### src/rtl/rvfi_trace_pkg.sv
// Shared constants and helpers for the RVFI trace buffer.
package rvfi_trace_pkg;

  localparam logic [7:0]  TRACE_HEADER = 8'h7E;
  localparam int unsigned FRAME_BYTES  = 14;

  localparam int unsigned FLAG_TRAP = 7;
  localparam int unsigned FLAG_DROP = 6;

  // Record layout: {trap, pc, insn, rd_addr, rd_wdata, dropped}
  localparam int unsigned REC_W         = 1 + 1 + 32 + 32 + 5 + 32;
  localparam int unsigned REC_DROP_LSB  = 0;
  localparam int unsigned REC_WDATA_LSB = 1;
  localparam int unsigned REC_RD_LSB    = 33;
  localparam int unsigned REC_INSN_LSB  = 38;
  localparam int unsigned REC_PC_LSB    = 70;
  localparam int unsigned REC_TRAP_LSB  = 102;

  typedef enum logic [1:0] {
    SER_IDLE,
    SER_LOAD,
    SER_SEND
  } ser_state_t;

  // Byte idx of the serialized frame for a stored record.
  function automatic logic [7:0] frame_byte(input logic [REC_W-1:0] rec,
                                            input logic [3:0]       idx);
    logic [7:0]               flags;
    logic [8*FRAME_BYTES-1:0] frame;
    flags            = '0;
    flags[FLAG_TRAP] = rec[REC_TRAP_LSB];
    flags[FLAG_DROP] = rec[REC_DROP_LSB];
    flags[4:0]       = rec[REC_RD_LSB +: 5];
    frame = {flags,
             rec[REC_WDATA_LSB +: 32],
             rec[REC_INSN_LSB +: 32],
             rec[REC_PC_LSB +: 32],
             TRACE_HEADER};
    return frame[{idx, 3'b000} +: 8];
  endfunction

endpackage

### src/rtl/rvfi_trace_fifo.sv
// Synchronous FIFO with registered read data.
// push/pop are ignored when full/empty respectively; count ranges 0..DEPTH.
module rvfi_trace_fifo #(
  parameter int unsigned WIDTH = 8,
  parameter int unsigned DEPTH = 16
) (
  input  logic                     clk,
  input  logic                     reset,
  input  logic                     push,
  input  logic [WIDTH-1:0]         wr_data,
  input  logic                     pop,
  output logic [WIDTH-1:0]         rd_data,
  output logic                     full,
  output logic                     empty,
  output logic [$clog2(DEPTH):0]   count
);

  localparam int unsigned AW = $clog2(DEPTH);

  logic [WIDTH-1:0] mem [DEPTH];
  logic [AW-1:0]    wr_ptr;
  logic [AW-1:0]    rd_ptr;
  logic             do_push;
  logic             do_pop;

  assign full    = (count == (AW+1)'(DEPTH));
  assign empty   = (count == '0);
  assign do_push = push && !full;
  assign do_pop  = pop && !empty;

  always_ff @(posedge clk) begin
    if (do_push) begin
      mem[wr_ptr] <= wr_data;
    end
  end

  always_ff @(posedge clk or posedge reset) begin
    if (reset) begin
      wr_ptr  <= '0;
      rd_ptr  <= '0;
      count   <= '0;
      rd_data <= '0;
    end else begin
      if (do_push) begin
        wr_ptr <= wr_ptr + AW'(1);
      end
      if (do_pop) begin
        rd_data <= mem[rd_ptr];
        rd_ptr  <= rd_ptr + AW'(1);
      end
      case ({do_push, do_pop})
        2'b10:   count <= count + (AW+1)'(1);
        2'b01:   count <= count - (AW+1)'(1);
        default: count <= count;
      endcase
    end
  end

endmodule

### src/rtl/rvfi_trace_buffer.sv
// RVFI retirement capture: queues records and emits 14-byte frames on a
// byte-wide valid/ready stream; raises stall_req near full, counts drops.
module rvfi_trace_buffer
  import rvfi_trace_pkg::*;
#(
  parameter int unsigned DEPTH        = 16,
  parameter int unsigned STALL_MARGIN = 2
) (
  input  logic                   clk,
  input  logic                   reset,
  input  logic                   enable,
  input  logic                   rvfi_valid,
  input  logic                   rvfi_trap,
  input  logic [31:0]            rvfi_pc_rdata,
  input  logic [31:0]            rvfi_insn,
  input  logic [4:0]             rvfi_rd_addr,
  input  logic [31:0]            rvfi_rd_wdata,
  output logic [7:0]             tx_data,
  output logic                   tx_valid,
  input  logic                   tx_ready,
  output logic                   stall_req,
  output logic [15:0]            drop_count,
  output logic [$clog2(DEPTH):0] fifo_count
);

  ser_state_t       state;
  logic [REC_W-1:0] frame_q;
  logic [REC_W-1:0] wr_rec;
  logic [REC_W-1:0] rd_rec;
  logic [3:0]       idx;
  logic             dropped_q;
  logic             fifo_full;
  logic             fifo_empty;
  logic             push_fire;
  logic             pop_fire;
  logic             drop_ev;
  logic             stall_next;
  int unsigned      cnt_next;

  // Full is judged on occupancy before any same-edge pop.
  assign push_fire = enable && rvfi_valid && !fifo_full;
  assign drop_ev   = enable && rvfi_valid && fifo_full;
  assign pop_fire  = (state == SER_IDLE) && !fifo_empty;
  assign wr_rec    = {rvfi_trap, rvfi_pc_rdata, rvfi_insn, rvfi_rd_addr,
                      rvfi_rd_wdata, dropped_q};

  rvfi_trace_fifo #(
    .WIDTH (REC_W),
    .DEPTH (DEPTH)
  ) u_fifo (
    .clk     (clk),
    .reset   (reset),
    .push    (push_fire),
    .wr_data (wr_rec),
    .pop     (pop_fire),
    .rd_data (rd_rec),
    .full    (fifo_full),
    .empty   (fifo_empty),
    .count   (fifo_count)
  );

  always_comb begin
    cnt_next = 32'(fifo_count);
    if (push_fire) cnt_next = cnt_next + 1;
    if (pop_fire)  cnt_next = cnt_next - 1;
    stall_next = (DEPTH - cnt_next) <= STALL_MARGIN;
  end

  always_ff @(posedge clk or posedge reset) begin
    if (reset) begin
      drop_count <= '0;
      dropped_q  <= 1'b0;
      stall_req  <= 1'b0;
    end else begin
      if (drop_ev && drop_count != '1) begin
        drop_count <= drop_count + 16'd1;
      end
      if (push_fire) begin
        dropped_q <= 1'b0;
      end else if (drop_ev) begin
        dropped_q <= 1'b1;
      end
      stall_req <= stall_next;
    end
  end

  // tx_data is preloaded with the next byte on each accept so the stream
  // stays registered and holds steady under backpressure.
  always_ff @(posedge clk or posedge reset) begin
    if (reset) begin
      state    <= SER_IDLE;
      frame_q  <= '0;
      idx      <= '0;
      tx_valid <= 1'b0;
      tx_data  <= '0;
    end else begin
      case (state)
        SER_IDLE: begin
          if (!fifo_empty) begin
            state <= SER_LOAD;
          end
        end
        SER_LOAD: begin
          frame_q  <= rd_rec;
          idx      <= '0;
          tx_valid <= 1'b1;
          tx_data  <= TRACE_HEADER;
          state    <= SER_SEND;
        end
        SER_SEND: begin
          if (tx_ready) begin
            if (idx == 4'(FRAME_BYTES - 1)) begin
              tx_valid <= 1'b0;
              state    <= SER_IDLE;
            end else begin
              idx     <= idx + 4'd1;
              tx_data <= frame_byte(frame_q, idx + 4'd1);
            end
          end
        end
        default: begin
          state    <= SER_IDLE;
          tx_valid <= 1'b0;
        end
      endcase
    end
  end

endmodule
### config.mk
export PLATFORM = sky130hd
export DESIGN_NAME = rvfi_trace_buffer
export DESIGN_NICKNAME = d
export VERILOG_FILES = /design/src/rtl/rvfi_trace_pkg.sv /design/src/rtl/rvfi_trace_fifo.sv /design/src/rtl/rvfi_trace_buffer.sv
export SDC_FILE = /design/constraint.sdc
export NUM_CORES = 2
export LEC_CHECK = 0
export ABC_CLOCK_PERIOD_IN_PS = 14500
export CORE_MARGIN = 8
export CORE_UTILIZATION = 60
export CTS_BUF_LIST = sky130_fd_sc_hd__clkbuf_4 sky130_fd_sc_hd__clkbuf_8 sky130_fd_sc_hd__clkbuf_16
export CTS_CLUSTER_DIAMETER = 100
export DETAILED_ROUTE_END_ITERATION = 8
export GPL_TIMING_DRIVEN = 1
export PLACE_DENSITY = 0.77
export SLEW_MARGIN = 25
export SYNTH_ARGS = -nofsm -noshare
export SYNTH_HDL_FRONTEND = slang
export SYNTH_SLANG_ARGS = --single-unit
### constraint.sdc
create_clock -name clk -period 14.5 [get_ports clk]
set_clock_uncertainty 0.1 [all_clocks]
set_input_delay 2.9 -clock clk [delete_from_list [all_inputs] [get_ports clk]]
set_output_delay 2.9 -clock clk [all_outputs]
set_load 0.005 [all_outputs]
# After elaboration in Yosys (flattened, before gate mapping)
# Memory sizes are Yosys's and may differ from the RTL's. A register that Yosys moved wholly into a read port is not among the register bits.
# Cells that the tools add are included.
# classes
shift	1
addsub	9
n_mux	20
n_eq_ne	11
n_bitwise	1
n_lt_le_gt_ge	1
n_reduce_logical	17
# ops
cell	count
variable part select 112 x 8 -> 8 bit	1
<= comparator 32 x 2 -> 1 bit, second input constant	1
2-to-1 mux 32 bit	1
subtractor 32 x 1 -> 32 bit, second input constant	1
subtractor 5 x 32 -> 32 bit, first input constant	1
adder 16 x 1 -> 16 bit, second input constant	1
2-to-1 mux 8 bit	2
!= test 16 bit, second input constant	1
one-hot mux 8 bit (2 select lines)	1
adder 4 x 1 -> 4 bit, second input constant	3
one-hot mux 5 bit (2 select lines)	1
AND reduction 3 bit	3
2-to-1 mux 4 bit	2
!= test 2 bit, second input constant	4
one-hot mux 4 bit (2 select lines)	1
logical AND 1 bit	7
adder 5 x 1 -> 6 bit, second input constant	1
2-to-1 mux 1 bit	6
2-to-1 mux 2 bit	3
2-to-1 mux 6 bit	1
one-hot mux 2 bit (3 select lines)	1
nonzero test 2 bit	3
adder 5 x 1 -> 5 bit, second input constant	1
equality test 5 bit, second input constant	1
9 further kinds	12
# word_totals
wordCells	72
ramBits	1648
reg_bits	149
out_inout_bits	31
n_memories	1
# memory_table
memory	words	width	read_ports	rd_clocked_by_memory_dff	wr	line_no	source
u_fifo.mem	16	103	1	1	1	rvfi_trace_fifo.sv:20	logic [WIDTH-1:0] mem [DEPTH];

# Longest topological paths before layout
# depth
ltp_word	8
mapped_depth	16
depth_no_buf	14

# Hierarchy
# A second synthesis with hierarchy kept.
# hier_totals
cells_unflattened	3566
area_unflattened_um2	73040.1
# by_module_without_submodules
module	n_inst	cells_each	area_each_um2
rvfi_trace_fifo	1	2833	66403.7
rvfi_trace_buffer	1	733	6636.4

# Worst setup path after synthesis
# OpenSTA, ideal clock, no wires.
# synth_timing
path_type	input to register
from	input enable
to	memory u_fifo.mem[3][0] (netlist name) (enable)
required_ns	13.709
n_path_buf	1
stages	5
slack_ns	2.976
arrival_ns	10.734
cell_sequence	nand2_1 -> and2b_2 -> clkbuf_1 -> nand2_1 -> nor3_1
# synth_via
elab_chain_cells	5
# synth_rtl
item	line_no	source
start, declared	rvfi_trace_buffer.sv:11	input logic enable,
logical AND 1 bit (2 in series)	rvfi_trace_buffer.sv:41	assign push_fire = enable && rvfi_valid && !fifo_full;
logical AND 1 bit	rvfi_trace_fifo.sv:28	assign do_push = push && !full;
2-to-1 mux 1 bit	rvfi_trace_fifo.sv:32	if (do_push) begin
2-to-1 mux 1 bit (not written as such)	rvfi_trace_fifo.sv:33	mem[wr_ptr] <= wr_data;
end, declared	rvfi_trace_fifo.sv:20	
# Every way passes these cells.

# Worst setup path in the final report
# layout_timing
from	input enable
to	memory u_fifo.mem[4][61] (netlist name) (enable)
# The elaborated chain is that of the path after synthesis.

==> flow_metrics.py <==
metrics = {
    "synth": {
        "syn_inst": 3387,
        "synth_top_area_share_pct": 68.0,
        "avgSynthCellArea_um2": 21.5,
        "async_reset_ff_share_pct": 13.3,
        "synth_top_area_cell": "edfxtp_1",
        "synth_fp_nets": 3513,
        "netlist_area_um2": 72700,
        "yosys.cell_types.count": 49,
        "synthTopCellsByArea": "edfxtp_1, mux4_2, dfrtp_1",
        "ys.flop_type": "edfxtp_1",
        "seq_area_frac_synth_pct": 76.7,
        "yosys_warnings": 0,
        "synth_seq_cells": 1900,
        "synth-edff-count": 1648,
    },
    "floorplanning": {
        "floorplan.die.width_um": 364,
        "dieArea_um2": 133000,
        "die_height_um": 364,
        "initial_core_util_pct": 60.5,
        "core_area_um2": 120000,
        "io_pins": 138,
        "rows": 127,
    },
    "route": {
        "vias_per_cell": 6.55,
        "wl_mm": 171,
        "vias": 35066,
        "drc": 0,
        "drtIter0Drc": 4322,
        "drtAntennaViolNets": 0,
        "wl_per_cell_um": 31.9,
        "drt_first_pass_iters": 5,
    },
    "placed_design": {
        "hpwlAfterDp_mm": 89.0,
        "port-buffer-count": 137,
        "globalplace.congestion": 0.816,
        "place_ws_ns": 7.34,
    },
    "timing": {
        "fin_setup_tns_ns": 0,
        "period_share_pct": 43.9,
        "slew_headroom_pct": 28.9,
        "tightest_slew_ns": 1.07,
        "hold_viol_final": 0,
        "fmax_ghz": 0.157,
        "setup_viol_count_final": 0,
        "fin_crit_ns": 6.37,
        "fin_ws_ns": 8.13,
        "slew_violations": 0,
        "rsz0062_at_grt": "false",
    },
    "setup_path": {
        "critPathLaunch": "enable",
        "r2r_cells": 7,
        "rrSetupSlack_ns": 9.34,
        "cp_max_fo": 47,
        "worstPathRequired_ns": 14.82,
        "end_kind": "flop",
        "r2r-end": "u_fifo.rd_data[95]",
        "reg2reg_from": "u_fifo.rd_ptr[0]",
        "path_class": "input pin to flop",
        "endpoint": "u_fifo.mem[4][61]",
        "arrival_ns": 6.68,
        "start_kind": "input pin",
    },
    "cts": {
        "clk_path_buf_depth": 3,
        "postCtsSetupRepairBufs": 0,
        "cts_tree": "yes",
        "cts_root_buf": "clkbuf_16",
        "ctsHoldBuffers": 0,
        "insertion_delay_ns": 0.80,
        "path_clk_slew_ns": 0.06,
        "clock_sinks": 1900,
        "cts_made_buffers": 179,
        "ctsResizeCount": 0,
        "cts_htree_levels": 4,
    },
    "global_routing": {
        "gr-usage-all-layers_pct": 25.9,
        "grt_pass1_vias": 35990,
        "grt_start_max_net_pins": 149,
        "antenna_found_initial": 29,
        "grt_pass1_wl_mm": 248,
        "overflow": 0,
    },
    "final_layout": {
        "num-nets-final": 3709,
        "post-route-util_pct": 68.2,
        "drive_gt1_share_pct": 26.3,
        "syn_to_final_growth_pct": 12.7,
    },
    "power_and_ir_drop": {
        "p_per_area_nw_per_um2": 197,
        "ir_drop_mv": 0.206,
        "p_leak_nw": 27.3,
    },
    "hold_path": {
        "hold-path-cell-count": 2,
        "hp-class": "flop to flop",
    },
    "outcome": {
        "outcome": "finished, final reports clean",
    },
    "flow_run": {
        "drv_cap": 0,
    },
}
-- worst min-delay path by stage --
stage,from,endpoint
2_1_floorplan,u_fifo.rd_data[0],u_fifo.rd_data[0]
3_3_place_gp,u_fifo.rd_data[40],u_fifo.rd_data[40]
5_1_grt,u_fifo.rd_data[51],u_fifo.rd_data[51]
6_report,u_fifo.rd_data[51],u_fifo.rd_data[51]
3_5_place_dp,u_fifo.rd_data[5],u_fifo.rd_data[5]
4_1_cts,u_fifo.rd_data[53],u_fifo.rd_data[53]
-- cell usage in the layout (no fill, tap or decap), types with 18 or more instances in the layout --
cell             synthesis  layout
clkinv_2                 0      30
nand2_1                322     322
edfxtp_1              1648    1648
mux2i_1                 54      54
buf_4                    6      48
xnor2_1                 24      24
o221ai_1                50      50
clkinv_1                 0      34
dfrtp_1                252     248
nor2_1                  45      33
o21ai_1                 51      51
clkdlybuf4s50_1          0     137
ha_1                    18      18
mux2_2                 114     114
clkbuf_4                 0      40
mux4_2                 483     483
clkbuf_16                0     185
-- kinds of logic after synthesis --
| kind of cell | Yosys count | share of synthesized area [%] |
|---|---|---|
| adder cells (fa/ha/maj) | 19 | 0.337 |
| multiplexers | 651 | 17.5 |
| AO/OA/AOI/OAI | 152 | 1.46 |
| XOR/XNOR | 37 | 0.446 |
| buffers and inverters | 201 | 1.17 |
| flip-flops | 1900 | 76.7 |
| AND/OR/NAND/NOR | 427 | 2.40 |
-- power by group --
| group | switching [mW] | leakage (nW) | internal (mW) | total, mW |
|---|---|---|---|---|
| registers | 0.387 | 18.0 | 6.53 | 6.91 |
| clock network | 1.99 | 2.93 | 2.64 | 4.63 |
| logic | 2.55 | 6.44 | 2.06 | 4.61 |
-- stage by stage --
| step | std cells | power (mW) | cell area (µm²) | hold WS, ns |
|---|---|---|---|---|
| 6_report | 5355 | 16.1 | 81900 | 0.370 |
| 5_1_grt | 5347 | 16.7 | 81900 | 0.388 |
| 2_1_floorplan | 3387 | 10.1 | 72700 | 0.342 |
| 4_1_cts | 5338 | 16.2 | 81900 | 0.374 |
| 3_5_place_dp | 5012 | 11.5 | 76000 | 0.359 |
| 3_3_place_gp | 5011 | 11.4 | 76000 | 0.354 |
-- critical path, stage by stage --
cell,delay (ns)
clkdlybuf4s50_1,0.49
nand2_1,0.13
and2b_2,0.45
nand2_1,0.31
nor2_4,0.78
buf_4,0.87
buf_4,0.69
-- registers in the layout (all words and copies together), names as in the netlist --
name,count
idx,4
frame_q,103
state,2
u_fifo.rd_data,103
stall_req,1
u_fifo.count,5
u_fifo.rd_ptr,4
tx_data,8
dropped_q,1
tx_valid,1
drop_count,16
u_fifo.mem,1648
u_fifo.wr_ptr,4
-- per-layer routing --
metal / part of all wire, % / track usage (%)
met5: 0.085 / 0
met4: 2.9 / 8.39
met3: 11 / 8.33
met2: 49 / 40.9
met1: 38 / 35.0
-- layout make-up --
cell class              count  area (µm²)
diodes                     15        37.5
clock buffers             238        5110
clock inverters            88         723
fillers                  7182       38200
inverters                  19        88.8
multi-input cells        1286       16200
flip-flops and latches   1900       55800
well taps                1612        2020
repair buffers            197        1950
-- synth_stat cells, drive strengths merged (2+ instances only) --
master,count
a211oi,8
a21o,4
a21oi,9
a22o,2
a311oi,6
and2,3
and3,3
buf,85
clkbuf,97
dfrtp,252
edfxtp,1648
ha,18
inv,19
mux2,114
mux2i,54
mux4,483
nand2,323
nand2b,10
nand3,16
nand4,9
nor2,45
nor2b,3
nor3,9
o21ai,60
o221ai,50
o22ai,5
o41ai,2
xnor2,24
xor2,13
Note: power is estimated with default switching activity, not from simulation.
